`src/rtl/weighted_rr_arbiter_if.sv`:
```
// Request/grant bundle between the requesting agents and the weighted round-robin arbiter.
interface weighted_rr_arbiter_if #(
    parameter int AGENTS_NUM   = 4,
    parameter int WEIGHT_WIDTH = 4
);
    localparam int IDX_W = (AGENTS_NUM > 2) ? $clog2(AGENTS_NUM) : 1;

    logic [AGENTS_NUM-1:0]              requests_i;
    logic [AGENTS_NUM-1:0]              tail_i;
    logic [AGENTS_NUM*WEIGHT_WIDTH-1:0] weights_i;
    logic [AGENTS_NUM-1:0]              grants_o;
    logic                               grant_valid_o;
    logic [IDX_W-1:0]                   grant_idx_o;
    logic                               locked_o;

    // Agent side: drives requests, tails and weights; observes grants.
    modport master (
        output requests_i,
        output tail_i,
        output weights_i,
        input  grants_o,
        input  grant_valid_o,
        input  grant_idx_o,
        input  locked_o
    );

    // Arbiter side.
    modport slave (
        input  requests_i,
        input  tail_i,
        input  weights_i,
        output grants_o,
        output grant_valid_o,
        output grant_idx_o,
        output locked_o
    );
endinterface

```
`src/rtl/weighted_rr_arbiter.sv`:
```
// Weighted round-robin arbiter with packet locking.
// An agent keeps priority for up to Weff packets in a row; a multi-flit packet
// holds the arbiter until its tail flit is granted. Grants are combinational.
module weighted_rr_arbiter #(
    parameter int AGENTS_NUM   = 4,
    parameter int WEIGHT_WIDTH = 4
) (
    input logic                   clk,
    input logic                   rst,
    weighted_rr_arbiter_if.slave  arb
);
    localparam int IDX_W = (AGENTS_NUM > 2) ? $clog2(AGENTS_NUM) : 1;

    typedef logic [IDX_W-1:0]        idx_t;
    typedef logic [WEIGHT_WIDTH-1:0] cnt_t;
    typedef enum logic {UNLOCKED = 1'b0, LOCKED = 1'b1} state_t;

    state_t state_q, state_d;
    idx_t   ptr_q, ptr_d;
    cnt_t   cnt_q, cnt_d;
    idx_t   owner_q, owner_d;

    logic   scan_found;
    idx_t   scan_idx;
    logic   grant_hit;
    idx_t   grant_idx;
    logic   grant_tail;
    logic   complete;
    cnt_t   grant_weight;
    cnt_t   e_cnt;
    logic [WEIGHT_WIDTH:0] e_inc;

    // A zero weight field still grants one packet per turn.
    function automatic cnt_t eff_weight(input cnt_t w);
        return (w == '0) ? cnt_t'(1) : w;
    endfunction

    // Next agent after g, wrapping exactly at AGENTS_NUM.
    function automatic idx_t next_agent(input idx_t g);
        return (g == idx_t'(AGENTS_NUM - 1)) ? '0 : idx_t'(g + 1'b1);
    endfunction

    // Round-robin scan: first requester at or after ptr, modulo AGENTS_NUM.
    always_comb begin
        scan_found = 1'b0;
        scan_idx   = '0;
        for (int i = 0; i < AGENTS_NUM; i++) begin
            int   k;
            idx_t k_idx;
            k = int'(ptr_q) + i;
            if (k >= AGENTS_NUM) begin
                k = k - AGENTS_NUM;
            end
            k_idx = idx_t'(k);
            if (!scan_found && arb.requests_i[k_idx]) begin
                scan_found = 1'b1;
                scan_idx   = k_idx;
            end
        end
    end

    // Grant selection: locked owner only while locked, otherwise the scan winner.
    always_comb begin
        grant_hit = 1'b0;
        grant_idx = '0;
        if (state_q == LOCKED) begin
            grant_hit = arb.requests_i[owner_q];
            grant_idx = owner_q;
        end else begin
            grant_hit = scan_found;
            grant_idx = scan_idx;
        end
        grant_tail = grant_hit && arb.tail_i[grant_idx];
        complete   = grant_tail;
    end

    // Packet completion bookkeeping: stay on g while its weight allows, else move on.
    always_comb begin
        int base;
        base         = int'(grant_idx) * WEIGHT_WIDTH;
        grant_weight = eff_weight(arb.weights_i[base +: WEIGHT_WIDTH]);
        e_cnt        = (grant_idx == ptr_q) ? cnt_q : '0;
        e_inc        = {1'b0, e_cnt} + 1'b1;
        ptr_d        = ptr_q;
        cnt_d        = cnt_q;
        owner_d      = owner_q;
        if (complete) begin
            if (e_inc < {1'b0, grant_weight}) begin
                ptr_d = grant_idx;
                cnt_d = e_inc[WEIGHT_WIDTH-1:0];
            end else begin
                ptr_d = next_agent(grant_idx);
                cnt_d = '0;
            end
        end
        if (state_q == UNLOCKED && grant_hit && !grant_tail) begin
            owner_d = grant_idx;
        end
    end

    // FSM state register.
    always_ff @(posedge clk or posedge rst) begin
        if (rst) begin
            state_q <= UNLOCKED;
        end else begin
            state_q <= state_d;
        end
    end

    // FSM next state: lock on a non-tail grant, unlock when the owner's tail is granted.
    always_comb begin
        state_d = state_q;
        case (state_q)
            UNLOCKED: if (grant_hit && !grant_tail) state_d = LOCKED;
            LOCKED:   if (grant_tail)               state_d = UNLOCKED;
            default:  state_d = UNLOCKED;
        endcase
    end

    // FSM outputs and grant vector.
    always_comb begin
        arb.grants_o      = grant_hit ? (AGENTS_NUM'(1) << grant_idx) : '0;
        arb.grant_valid_o = grant_hit;
        arb.grant_idx_o   = grant_hit ? grant_idx : '0;
        arb.locked_o      = (state_q == LOCKED);
    end

    // Priority pointer, packet count and owner registers.
    always_ff @(posedge clk or posedge rst) begin
        if (rst) begin
            ptr_q   <= '0;
            cnt_q   <= '0;
            owner_q <= '0;
        end else begin
            ptr_q   <= ptr_d;
            cnt_q   <= cnt_d;
            owner_q <= owner_d;
        end
    end

endmodule

```
`src/flat_wrapper.sv`:
```
// flat-port wrapper written by rule: the top's interface ports become plain ports
module weighted_rr_arbiter_flat 
#(
    parameter int AGENTS_NUM   = 4,
    parameter int WEIGHT_WIDTH = 4
)
  (clk, rst, arb_requests_i, arb_tail_i, arb_weights_i, arb_grants_o, arb_grant_valid_o, arb_grant_idx_o, arb_locked_o);
  weighted_rr_arbiter_if #(.AGENTS_NUM(AGENTS_NUM), .WEIGHT_WIDTH(WEIGHT_WIDTH)) arb_i ();
  input logic clk;
  input logic rst;
  input wire logic [$bits(arb_i.requests_i)-1:0] arb_requests_i;
  input wire logic [$bits(arb_i.tail_i)-1:0] arb_tail_i;
  input wire logic [$bits(arb_i.weights_i)-1:0] arb_weights_i;
  output wire logic [$bits(arb_i.grants_o)-1:0] arb_grants_o;
  output wire logic [$bits(arb_i.grant_valid_o)-1:0] arb_grant_valid_o;
  output wire logic [$bits(arb_i.grant_idx_o)-1:0] arb_grant_idx_o;
  output wire logic [$bits(arb_i.locked_o)-1:0] arb_locked_o;
  assign arb_i.requests_i = arb_requests_i;
  assign arb_i.tail_i = arb_tail_i;
  assign arb_i.weights_i = arb_weights_i;
  assign arb_grants_o = arb_i.grants_o;
  assign arb_grant_valid_o = arb_i.grant_valid_o;
  assign arb_grant_idx_o = arb_i.grant_idx_o;
  assign arb_locked_o = arb_i.locked_o;
  weighted_rr_arbiter #(.AGENTS_NUM(AGENTS_NUM), .WEIGHT_WIDTH(WEIGHT_WIDTH)) u_core (.clk(clk), .rst(rst), .arb(arb_i));
endmodule
```
`config.mk`:
```
export PLATFORM = sky130hd
export DESIGN_NAME = weighted_rr_arbiter_flat
export DESIGN_NICKNAME = d
export VERILOG_FILES = /design/src/rtl/weighted_rr_arbiter_if.sv /design/src/rtl/weighted_rr_arbiter.sv /design/src/flat_wrapper.sv
export SDC_FILE = /design/constraint.sdc
export NUM_CORES = 1
export LEC_CHECK = 0
export ABC_AREA = 1
export BUFFER_PORTS_ARGS = -buffer_cell sky130_fd_sc_hd__buf_4
export CORE_UTILIZATION = 53
export CTS_CLUSTER_DIAMETER = 50
export DETAILED_ROUTE_END_ITERATION = 16
export PLACE_DENSITY = 0.84
export REMOVE_ABC_BUFFERS = 1
export SETUP_SLACK_MARGIN = 0.4
export SYNTH_ARGS = -nofsm -noshare
export SYNTH_HDL_FRONTEND = slang
export SYNTH_SLANG_ARGS = --single-unit
```
`constraint.sdc`:
```
create_clock -name clk -period 4.1 [get_ports clk]
set_clock_uncertainty 0.2 [all_clocks]
set_input_delay 0.205 -clock clk [delete_from_list [all_inputs] [get_ports clk]]
set_output_delay 0.205 -clock clk [all_outputs]
set_load 0.02 [all_outputs]
```
# Word level (Yosys, flattened, before mapping)
# Index checks and enable logic that the tools add are counted.
dict set report classes {
  div 0
  shift 2
  n_eq_ne 2
  n_lt_le_gt_ge 11
  bitwise 1
  n_mul 0
  add_sub_neg 9
  muxes 36
  n_reduce_logical 12
}
# operator n
set op_table {}
lappend op_table {{2-bit 2-to-1 mux} 12}
lappend op_table {{2-bit by 3-bit less-than comparator with 1-bit output (second input constant)} 6}
lappend op_table {{4-bit 2-to-1 mux} 4}
lappend op_table {{16-bit by 5-bit variable part select with 4-bit output} 1}
lappend op_table {{1-bit 2-to-1 mux} 13}
lappend op_table {{1-bit binary-select mux with 2-bit select} 6}
lappend op_table {{3-bit greater-or-equal comparator (second input constant)} 3}
lappend op_table {{2-bit by 1-bit subtractor with 2-bit output (second input constant)} 4}
lappend op_table {{1-bit logical AND} 7}
lappend op_table {{2-bit by 2-bit adder with 3-bit output (second input constant)} 2}
lappend op_table {{4-bit by 1-bit adder with 5-bit output (second input constant)} 1}
lappend op_table {{5-bit by 4-bit less-than comparator with 1-bit output} 1}
lappend op_table {{1-bit zero test} 4}
lappend op_table {{4-bit zero test} 1}
lappend op_table {{1-bit by 2-bit left shift with 4-bit output (first input constant)} 1}
lappend op_table {{2-bit by 1-bit adder with 3-bit output (second input constant)} 1}
lappend op_table {{2-bit by 3-bit greater-or-equal comparator with 1-bit output (second input constant)} 1}
lappend op_table {{2-bit by 1-bit adder with 2-bit output (second input constant)} 1}
lappend op_table {{2-bit == test} 1}
lappend op_table {{2-bit == test (second input constant)} 1}
lappend op_table {{1-bit case mux with 2 select lines} 1}
lappend op_table {{1-bit inverter} 1}
dict set report word_totals {
  word_cells 77
  latch_bits 0
  in_bits 26
  rom_bits 0
  n_memories 0
  output_inout_bits 8
  ramBits 0
  ff_bits 9
}

# Longest topological paths before layout
# Gate-level depths: netlist of the first run.
dict set report depth {
  depth_word 22
  depth_mapped 27
  depth_no_buf 26
}

# Least setup slack after synthesis of the first run
# No wires, ideal clock.
dict set report synth_timing {
  path_kind {register -> register}
  start {register u_core.ptr_q[0]}
  end {register u_core.ptr_q[1]}
  t_required_ns 3.783
  synth_period_minus_slack_ns 3.243
  n_path_buf 1
  arrival_time_ns 2.926
  path_slack_ns 0.857
  setup_ns 0.117
  path_stages_with_launch 26
  path_cell_list {dfrtp_1 -> buf_6 -> nand2_1 -> nand2_1 -> nand2_1 -> nand2_2 -> nor2_4 -> nand3_2 -> nand2_2 -> inv_2 -> nand2_4 -> nand2_4 -> xor2_1 -> nor2_2 -> inv_2 -> nor2_1 -> ha_1 -> xnor2_1 -> ha_1 -> a21o_1 -> a21oi_1 -> nand2_1 -> inv_1 -> nand3_1 -> nand3_1 -> nand2_1}
}
dict set report synth_via {
  elab_chain_cells 20
  word_cells_on_any_way 53
  classes_between {add/sub: 9; order compare: 5; eq/ne: 2; shift: 1; mux: 28; reduce/logical: 8}
}
# element line
set synth_lines {}
lappend synth_lines {{from (decl)} weighted_rr_arbiter.sv:19} ;# idx_t ptr_q, ptr_d;
lappend synth_lines {{from (signal assigned)} weighted_rr_arbiter.sv:135} ;# ptr_q <= ptr_d;
lappend synth_lines {{branches (longest 20 deep; another with 2-bit by 1-bit adder with 3-bit output)} -}
# Several ways; the timed one is not identified. The select of a mux whose other input is x is not followed.
# A chain may end at the register's enable or synchronous reset.

# Final worst setup path of the first run
# Ends and elaborated chain as after synthesis.

==> results.md, run 1 <==
- Core area: 2255 µm²
- Rel. slew slack: 0.7800
- WP data arrival: 3.58 ns
- Ys async rst share: 1.000
- Slew @ Worst Pin: 0.3296 ns
- Mean Syn Cell Area: 5.913 µm²
- First-pass GRT wire length: 4892 µm
- Slew Limit Fails: 0
- DR iter-0 viols: 58
- Setup TNS: 0 ns
- Placed Instances: 277
- Synth unique cells: 27
- RSZ-0062 raised after global routing: false
- # rows: 17
- Worst Setup End Kind: register
- Chip width: 51.43 µm
- Largest cells by area after synthesis: nand2_1 (22%), dfrtp_1 (17%), inv_1 (9.6%), nand3_1 (9.3%), ha_1 (7.7%)
- VDD IR max: 0.5783 mV
- P&R area growth vs syn: 37.30%
- Layout net count: 304
- CTS tree: yes
- Vias/cell: 5.054
- Sequential area share after synthesis: 0.1739
- Ports: 34
- Critical Path Fanout Max: 8
- Maximum buffer depth of the clock tree: 2
- Synth top area share: 0.2232
- Die area: 2645 µm²
- Most frequent cell after synthesis: nand2_1
- Diodes inserted: 0
- CP Class: register to register
- WL per Instance: 11.73 µm
- Tcrit/Tclk final: 0.8746
- Synthesized cell area: 1295 µm²
- Fin cells: 297
- Worst hold path class: primary input to async pin
- Post-route cell area: 1778 µm²
- Minimum clock period: 3.586 ns
- Final Wtd Congestion: 0.8664
- FF+latch count, synth: 9
- CP max-delay cell: dfrtp_2
- Most used DFF post-synth: dfrtp_1
- Lkg Pwr: 1.048 nW
- Commonest cells in the netlist: nand2_1 (77), inv_1 (33), nand3_1 (24), nor2_1 (13)
- Detailed Place HPWL: 2392 µm
- Final setup fails: 0
- PwrDens: 873.2 nW/µm²
- PortBufs: 33
- Fin. Hold Viols: 0
- Number of global-route vias before repair: 1,145
- Worst Setup Start Kind: register
- Crit-path max cell delay: 0.48 ns
- Drt first pass iters: 4
- Via count of the routed design: 1,501
- Synth area leader: nand2_1
- Number of flops mapped to enable cells by yosys: 0
- Number of max-cap violations: 0
- Die height: 51.43 µm
- Critical Path RT: 4.10 ns
- Yosys Warn Count: 0
- Clock slew at reported path FFs: 0.06 ns
- Fraction of layout cells with a size suffix above 1: 0.3755
- Largest net degree at the start of global routing: 16
- Status: complete, no violations
- Number of H-tree levels: 1
- CTS buffer count: 3
- Detailed-route DRC error count: 0
- Clock sink count: 9
- Cells after Synth: 219
- DP Area: 1538 µm²
- Antenna Nets Post-Route: 0
- Root Driver: clkbuf_4
- Total gr overflow: 0
- Effective utilization at floorplan: 0.5744
- Worst-Skew Late Latency: 0.26 ns
- Number of antenna violations at the first check in global routing: 0
- CP dominant cell by count: nand2_2
- Total track usage: 0.2420
- Final WL: 3483 µm
- Achievable Freq: 278.9 MHz
## metal layers
layer	routed length, µm	vias to the layer above	track usage
li1	-	773	-
met1	1547	658	0.3285
met2	1674	64	0.3918
met3	195	6	0.03869
met4	65	0	0.06757
met5	0	-	0
## stage by stage
step | power, mW | utilization | worst slack, ns | hold WS [ns]
4_1_cts | 1.289 | 0.6987 | 0.4039 | 0.2640
2_1_floorplan | 0.9629 | - | 0.6762 | -0.1671
3_3_place_gp | 1.203 | 0.6820 | 0.3658 | -0.02058
5_1_grt | 1.699 | 0.7886 | 0.2708 | 0.2910
3_5_place_dp | 1.217 | 0.6820 | 0.2887 | -0.01723
6_report | 1.552 | 0.7886 | 0.5141 | 0.2524
## cell families (layout without fill, tap and decap cells)
group           count (synthesis)  count (layout)  share of synthesized area
flops                           9               9                     0.1739
xor+xnor                        3               3                    0.02029
buf+inv                        46              96                     0.1594
fa+ha+maj                       8               8                    0.07730
compound gates                 15              15                    0.06763
simple gates                  138             138                     0.5014
## repair_timing
action | 4_1_cts | 5_1_grt
hold buffers | 1 | 0
setup buffers | 0 | 15
endpoints found under the setup margin | 6 | 6
pin swaps | 0 | 20
hold endpoints to repair | 9 | 0
gates resized for setup | 1 | 24
## worst max-delay path: cells and delay by family, from the launching register on
kind	cells	cell delay [ns]
AND/OR/NAND/NOR	16	1.44
flip-flops	1	0.48
adder cells (fa/ha/maj)	2	0.43
buffers and inverters	4	0.37
AO/OA/AOI/OAI	2	0.33
XOR/XNOR	2	0.28
## cells in the final DEF, fill, tap and decap left out, types with 2 or more instances in the layout
cell and n:
a21oi_1 2, buf_4 48, clkbuf_4 3, dfrtp_1 7
dfrtp_2 2, ha_1 7, inv_1 32, inv_2 8
nand2_1 68, nand2_2 16, nand2_4 5, nand3_1 23
nand3_2 3, nand3b_1 2, nand4_1 2, nor2_1 11
nor2_2 4, nor2_4 2, o21ai_0 3, o21ai_1 3
o22ai_1 3
## power breakdown
group | switching (mW) | leakage [nW] | internal [mW]
Clock | 0.0318 | 0.0150 | 0.0376
Combinational | 0.783 | 0.920 | 0.524
Sequential | 0.0514 | 0.113 | 0.125
## path summary, 6_finish.rpt
path | start | endpoint | slack, ns | cells after the start
worst max register to register | u_core.ptr_q[0] | u_core.ptr_q[1] | 0.51 | 26
worst min-delay path | rst | u_core.cnt_q[0] | 0.25 | 3
worst min register to register | u_core.owner_q[1] | u_core.owner_q[1] | 0.37 | 2
worst max-delay path | u_core.ptr_q[0] | u_core.ptr_q[1] | 0.51 | 26
min in group clk | arb_tail_i[0] | u_core.ptr_q[0] | 0.29 | 6
max in group asynchronous | rst | u_core.ptr_q[0] | 3.18 | 3
## final cells by class
| type | instances | area, µm² |
|---|---|---|
| clock buffers | 4 | 26.28 |
| fillers | 159 | 476.7 |
| inverters | 42 | 161.4 |
| multi-input cells | 164 | 945.9 |
| flip-flops and latches | 9 | 227.7 |
| well taps | 28 | 35.03 |
| repair buffers | 50 | 381.6 |
Note: power is estimated with default switching activity, not from simulation.
==> run 2, diff against run 1 <==
--- a/config.mk
+++ b/config.mk
@@ -7,10 +7,11 @@
 export LEC_CHECK = 0
 export ABC_AREA = 1
 export BUFFER_PORTS_ARGS = -buffer_cell sky130_fd_sc_hd__buf_4
-export CORE_UTILIZATION = 53
+export CORE_ASPECT_RATIO = 0.5
+export CORE_UTILIZATION = 45
 export CTS_CLUSTER_DIAMETER = 50
 export DETAILED_ROUTE_END_ITERATION = 16
-export PLACE_DENSITY = 0.84
+export PLACE_DENSITY = 0.74
 export REMOVE_ABC_BUFFERS = 1
 export SETUP_SLACK_MARGIN = 0.4
 export SYNTH_ARGS = -nofsm -noshare
==> constraint.sdc (replaced) <==
create_clock -name clk -period 4 [get_ports clk]
set_clock_uncertainty 0.2 [all_clocks]
set_input_delay 0.2 -clock clk [delete_from_list [all_inputs] [get_ports clk]]
set_output_delay 0.2 -clock clk [all_outputs]
set_load 0.02 [all_outputs]
==> results.md, run 2 (synthesized netlist as in run 1, its figures left out) <==
- Status: complete, no violations
- CTS tree: yes
- Root Driver: clkbuf_8
- Die area: 3110 µm² (+18%)
- Diodes inserted: 0 (unchanged)
- Worst reg-to-reg setup slack: 0.59 ns (+0.07 ns)
- Ports: 34 (unchanged)
- Rel. slew slack: 0.6154 (-0.1647)
- Commonest non-fill, non-tap cell in the layout: nand2_1
- Switch share: 0.5490 (-0.008914)
- Critical Path Fanout Max: 7 (-1)
- Chip width: 77.87 µm (+51%)
- Effective utilization at floorplan: 0.4855 (-0.08890)
- WP data arrival: 3.38 ns (-0.20 ns)
- Placed Instances: 287 (+3.6%)
- Slew Limit Fails: 0 (unchanged)
- Lkg Pwr: 1.026 nW (-2.1%)
- Final WL: 3206 µm (-8.0%)
- Critical Path RT: 3.97 ns (-0.13 ns)
- Slew @ Worst Pin: 0.5769 ns (+0.2474 ns)
- Detailed-route DRC error count: 0 (unchanged)
- Layout net count: 299 (-1.6%)
- P&R area growth vs syn: 33.62%
- # rows: 13 (-4)
- Antenna Nets Post-Route: 0 (unchanged)
- Worst-Skew Late Latency: 0.23 ns (-0.03 ns)
- Fin. Hold Viols: 0 (unchanged)
- Number of H-tree levels: 1 (unchanged)
- Worst hold slack: 0.2662 ns (+0.01381 ns)
- Fraction of layout cells with a size suffix above 1: 0.3258 (-0.04971)
- Reg2reg start: u_core.ptr_q[1]
- WL per Instance: 10.65 µm (-9.2%)
- Most frequent cells in the layout: nand2_1 (75), buf_4 (43), inv_1 (32)
- Sink of the worst hold path: u_core.ptr_q[0]
- Sequential power share: 0.116 (+0.002)
- Cell Int Power: 0.6824 mW (-0.56%)
- Detailed Place HPWL: 2411 µm (+0.79%)
- Total track usage: 0.1976 (-0.04437)
- Hold Path Depth: 6
- Tcrit/Tclk final: 0.8534 (-0.02121)
- Total gr overflow: 0 (unchanged)
- Min-delay src: arb_tail_i[0]
- Worst Setup End Kind: register
- CP Class: register to register
- Setup slack after layout: 0.5864 ns (+0.07232 ns)
- Fill count: 254 (+60%)
- Number of global-route vias before repair: 1,115 (-2.6%)
- Minimum clock period: 3.414 ns (-0.1723 ns)
- Final Wtd Congestion: 0.8640 (-0.28%)
- Final setup fails: 0 (unchanged)
- VDD IR max: 0.4786 mV (-17%)
- Reported net switching power: 0.8308 mW (-4.1%)
- Fin cells: 301 (+1.3%)
- DP Area: 1556 µm² (+1.2%)
- Vias/cell: 4.797 (-5.1%)
- Post-route cell area: 1730 µm² (-2.7%)
- DR iter-0 viols: 48 (-17%)
- Worst hold path class: primary input to register
- Die height: 39.94 µm (-22%)
- PwrDens: 874.5 nW/µm² (+0.15%)
- Largest net degree at the start of global routing: 16 (unchanged)
- Worst R2R Path Depth: 26 (unchanged)
- Gate power share: 0.816 (-0.026)
- Number of antenna violations at the first check in global routing: 0 (unchanged)
- Worst Setup Start Kind: register
- Clock slew at reported path FFs: 0.05 ns (about the same)
- Maximum buffer depth of the clock tree: 2 (unchanged)
- Number of max-cap violations: 0 (unchanged)
- PortBufs: 33 (unchanged)
- Pre-CTS WS: 0.3589 ns (+0.07024 ns)
- CTS buffer count: 3 (unchanged)
- First-pass GRT wire length: 4712 µm (-3.7%)
- Core area: 2668 µm² (+18%)
- Via count of the routed design: 1,444 (-3.8%)
- Achievable Freq: 292.9 MHz (+5.0%)
- Worst flop-to-flop path endpoint: u_core.ptr_q[1]
- Drt first pass iters: 4 (unchanged)
- Setup TNS: 0 ns (unchanged)
- RSZ-0062 raised after global routing: false
- Clock sink count: 9 (unchanged)
- Clock power share: 0.068 (+0.023)
==> run 2: cell count changes in the layout (fill, tap and decap cells not counted), moves of 3 or more <==
cell | previous run | this run
buf_4 | 48 | 43
nand2_2 | 16 | 10
nand2_1 | 68 | 75
clkbuf_4 | 3 | 0
clkbuf_8 | 0 | 3
==> run 2: what timing repair did <==
item	CTS	global route
setup endpoints to repair	5	6
buffers inserted	1	8
endpoints found under the hold margin	9	0
gates resized for setup	0	13
pin swaps	1	6
hold buffers	1	0
==> run 2: how the worst max path moves through the flow <==
stage / from / to / cells past startpoint
after detailed placement: u_core.ptr_q[0] / u_core.ptr_q[1] / 25
after floorplan: u_core.ptr_q[0] / u_core.ptr_q[1] / 25
final: u_core.ptr_q[1] / u_core.ptr_q[1] / 26
after global placement: u_core.ptr_q[1] / u_core.ptr_q[1] / 25
after global routing: u_core.ptr_q[0] / u_core.ptr_q[1] / 26
after CTS: u_core.ptr_q[0] / u_core.ptr_q[1] / 26
==> run 2: power by group through the flow <==
stage	Combinational, mW	Clock, mW	Sequential [mW]
detailed placement	1.08	0	0.171
global placement	1.07	0	0.170
finish	1.23	0.103	0.175
CTS	1.10	0.103	0.170
global route	1.37	0.111	0.179
floorplan	0.816	0	0.171
==> run 2: per-layer routing <==
layer	part of all wire	global-route usage	up-vias
met3	0.027	0.006818	4
met1	0.47	0.2544	643
met4	0.0090	0.05660	0
met5	0	0	-
met2	0.50	0.3827	36
li1	-	-	761
==> run 2: worst max-delay path, stage by stage (launching register included) <==
cell	delay (ns)
dfrtp_2	0.44
inv_2	0.08
nand2_1	0.08
nand2_2	0.09
nand2_2	0.09
nand2_2	0.07
nor2_4	0.13
nand3_2	0.09
nand2_2	0.08
inv_2	0.05
nand2_4	0.09
nand2_8	0.07
xor2_1	0.16
nor2_2	0.16
inv_2	0.08
nor2_4	0.13
ha_4	0.17
xnor2_2	0.12
ha_1	0.26
a21o_1	0.17
a21oi_2	0.11
nand2_1	0.07
inv_2	0.08
nand2_4	0.07
nand2_1	0.07
nand3_1	0.07
nand2_1	0.06
==> run 2: layout make-up <==
class	count	area, µm²	share of cell area
clock buffers	4	45.04	0.02603
inverters	42	158.9	0.09183
multi-input cells	164	908.4	0.5249
flip-flops and latches	9	227.7	0.1316
well taps	37	46.29	0.02675
repair buffers	45	344.1	0.1988
==> run 2: metrics by stage <==
step / total power [mW] / util
finish: 1.513 / 0.6487
CTS: 1.377 / 0.6069
global placement: 1.236 / 0.5835
global route: 1.659 / 0.6487
floorplan: 0.9869 / -
detailed placement: 1.253 / 0.5835
==> run 3, diff against run 2 <==
--- a/config.mk
+++ b/config.mk
@@ -6,12 +6,13 @@
 export NUM_CORES = 1
 export LEC_CHECK = 0
 export ABC_AREA = 1
+export ABC_CLOCK_PERIOD_IN_PS = 2800
 export BUFFER_PORTS_ARGS = -buffer_cell sky130_fd_sc_hd__buf_4
 export CORE_ASPECT_RATIO = 0.5
 export CORE_UTILIZATION = 45
 export CTS_CLUSTER_DIAMETER = 50
 export DETAILED_ROUTE_END_ITERATION = 16
-export PLACE_DENSITY = 0.74
+export PLACE_DENSITY = 0.76
 export REMOVE_ABC_BUFFERS = 1
 export SETUP_SLACK_MARGIN = 0.4
 export SYNTH_ARGS = -nofsm -noshare
==> constraint.sdc (replaced) <==
create_clock -name clk -period 2.8 [get_ports clk]
set_clock_uncertainty 0.2 [all_clocks]
set_input_delay 0.14 -clock clk [delete_from_list [all_inputs] [get_ports clk]]
set_output_delay 0.14 -clock clk [all_outputs]
set_load 0.02 [all_outputs]
==> results.md, run 3 (synthesized netlist as in run 1, its figures left out) <==
- Status: finished with violations
- Violated checks: negative setup slack
- Maximum buffer depth of the clock tree: 2 (unchanged)
- Clock slew at reported path FFs: 0.05 ns (about the same)
- Worst Setup Start Kind: register
- Root Driver: clkbuf_8
- P&R area growth vs syn: 54.01%
- Crit-path max cell delay: 0.45 ns (about the same)
- VDD IR max: 0.6428 mV (+34%)
- Worst R2R Path Depth: 26 (unchanged)
- Setup slack after layout: -0.7224 ns (-1.309 ns)
- Worst Setup End Kind: register
- WL per Instance: 12.14 µm (+14%)
- Worst-Skew Late Latency: 0.24 ns (about the same)
- Number of max-cap violations: 0 (unchanged)
- DR iter-0 viols: 72 (+50%)
- Number of global-route vias before repair: 1,354 (+21%)
- Die height: 39.94 µm (unchanged)
- Reg2reg start: u_core.ptr_q[0]
- Clock sink count: 9 (unchanged)
- Fin. Hold Viols: 0 (unchanged)
- Lkg Pwr: 1.147 nW (+12%)
- Worst hold path class: primary input to register
- RSZ-0062 raised after global routing: true
- Vias/cell: 5.049 (+5.3%)
- First-pass GRT wire length: 5485 µm (+16%)
- Fraction of layout cells with a size suffix above 1: 0.4201 (+0.09438)
- Final setup fails: 6 (+6)
- # rows: 13 (unchanged)
- Die area: 3110 µm² (unchanged)
- Worst flop-to-flop path endpoint: u_core.ptr_q[1]
- Commonest non-fill, non-tap cell in the layout: nand2_1
- Number of antenna violations at the first check in global routing: 0 (unchanged)
- CP max-delay cell: dfrtp_2
- CP Class: register to register
- Fin cells: 325 (+8.0%)
- DP Area: 1707 µm² (+9.6%)
- Setup TNS: -3.923 ns (-3.923 ns)
- Fill count: 186 (-27%)
- CTS tree: yes
- Crit-path leading delay family: simple AND/OR/NAND/NOR gates
- Critical Path Stages: 26 (unchanged)
- Min-delay src: arb_tail_i[2]
- Total gr overflow: 0 (unchanged)
- Critical Path Fanout Max: 6 (-1)
- Chip width: 77.87 µm (unchanged)
- Post-route cell area: 1994 µm² (+15%)
- CTS buffer count: 3 (unchanged)
- Ports: 34 (unchanged)
- Worst reg-to-reg setup slack: -0.72 ns (-1.31 ns)
- Pre-CTS WS: -0.6189 ns (-0.9779 ns)
- Largest net degree at the start of global routing: 15 (-1)
- Total track usage: 0.2329 (+0.03537)
- Tcrit/Tclk final: 1.258 (+0.4046)
- Antenna Nets Post-Route: 0 (unchanged)
- Placed Instances: 307 (+7.0%)
- PwrDens: 1297 nW/µm² (+48%)
- Hold Path Depth: 6 (unchanged)
- Number of H-tree levels: 1 (unchanged)
- Slew @ Worst Pin: 0.3610 ns (-0.2160 ns)
- Diodes inserted: 0 (unchanged)
- Final Wtd Congestion: 0.8427 (-2.5%)
- PortBufs: 33 (unchanged)
- Minimum clock period: 3.522 ns (+0.1088 ns)
- WP data arrival: 3.50 ns (+0.12 ns)
- Final WL: 3946 µm (+23%)
- Layout net count: 323 (+8.0%)
- Via count of the routed design: 1,641 (+14%)
- Slew Limit Fails: 0 (unchanged)
- Drt first pass iters: 4 (unchanged)
- Core area: 2668 µm² (unchanged)
- Most frequent cells in the layout: nand2_1 (67), buf_4 (63), inv_1 (32)
- Achievable Freq: 283.9 MHz (-3.1%)
- Rel. slew slack: 0.7591 (+0.1437)
- Detailed Place HPWL: 2717 µm (+13%)
- Detailed-route DRC error count: 0 (unchanged)
- Effective utilization at floorplan: 0.4855 (unchanged)
- Critical Path RT: 2.78 ns (-1.19 ns)
- Buffers and inverters on the worst path: 4 (unchanged)
-- run 3: cell count changes in the layout (fill, tap and decap cells not counted), sizes merged --
cell | before | now
buf | 44 | 67
clkinvlp | 0 | 1
-- run 3: timing repair --
item / in CTS / in global routing
gates resized for setup: 13 / 21
hold buffers: 1 / 0
cloned: 0 / 1
pin swaps: 2 / 19
hold endpoints to repair: 9 / 0
buffers inserted: 5 / 7
endpoints found under the setup margin: 15 / 15
-- run 3: how the worst max path moves through the flow --
stage                                from               to
after global routing      u_core.ptr_q[0]  u_core.ptr_q[1]
final                     u_core.ptr_q[0]  u_core.ptr_q[1]
after detailed placement  u_core.ptr_q[0]  u_core.ptr_q[1]
after CTS                 u_core.ptr_q[0]  u_core.ptr_q[1]
after global placement    u_core.ptr_q[0]  u_core.ptr_q[1]
after floorplan           u_core.ptr_q[0]  u_core.ptr_q[1]
-- run 3: worst reg2reg max path: stages (launching register included) --
cell        delay, ns
dfrtp_2          0.45
clkinvlp_4       0.18
nand2_1          0.11
nand2_1          0.09
nand2_2          0.09
nand2_2          0.08
nor2_4           0.12
nand3_2          0.09
nand2_2          0.09
inv_2            0.05
nand2_4          0.06
nand2_4          0.05
xor2_2           0.15
nor2_2           0.14
inv_2            0.08
nor2_4           0.14
ha_4             0.18
xnor2_4          0.13
ha_4             0.22
a21o_1           0.16
a21oi_2          0.10
nand2_1          0.08
inv_2            0.10
nand2_4          0.09
nand2_2          0.08
nand3_2          0.08
nand2_1          0.08
-- run 3: through the flow --
stage                     hold WS [ns]  power, mW    util
after CTS                       0.2126      2.309  0.6937
after detailed placement      -0.06981      2.007  0.6398
final                           0.2291      2.587  0.7477
after global routing            0.2796      2.782  0.7477
after floorplan                -0.2321      1.410       -
after global placement        -0.07704      1.962  0.6398
-- run 3: area by class of cell --
cell class / instances / area, µm² / area share
clock buffer: 4 / 45.04 / 0.02258
inverter: 42 / 170.2 / 0.08532
multi-input combinational: 164 / 970.9 / 0.4868
sequential: 9 / 226.5 / 0.1136
tap: 37 / 46.29 / 0.02321
timing repair buffer: 68 / 528.0 / 0.2647
timing repair inverter: 1 / 7.507 / 0.003764
-- run 3: per-layer routing --
metal	GRT usage	wire (µm)	vias up	share of wire
met5	0	0	-	0
met4	0.07075	128	0	0.032
met3	0.03182	194	18	0.049
met2	0.5155	2048	68	0.52
met1	0.2453	1574	742	0.40
li1	-	-	813	-
-- run 3: power by group --
| group | switching (mW) | internal, mW |
|---|---|---|
| sequential | 0.0580 | 0.182 |
| clock | 0.0606 | 0.100 |
| combinational | 1.25 | 0.935 |
| total | 1.37 | 1.22 |
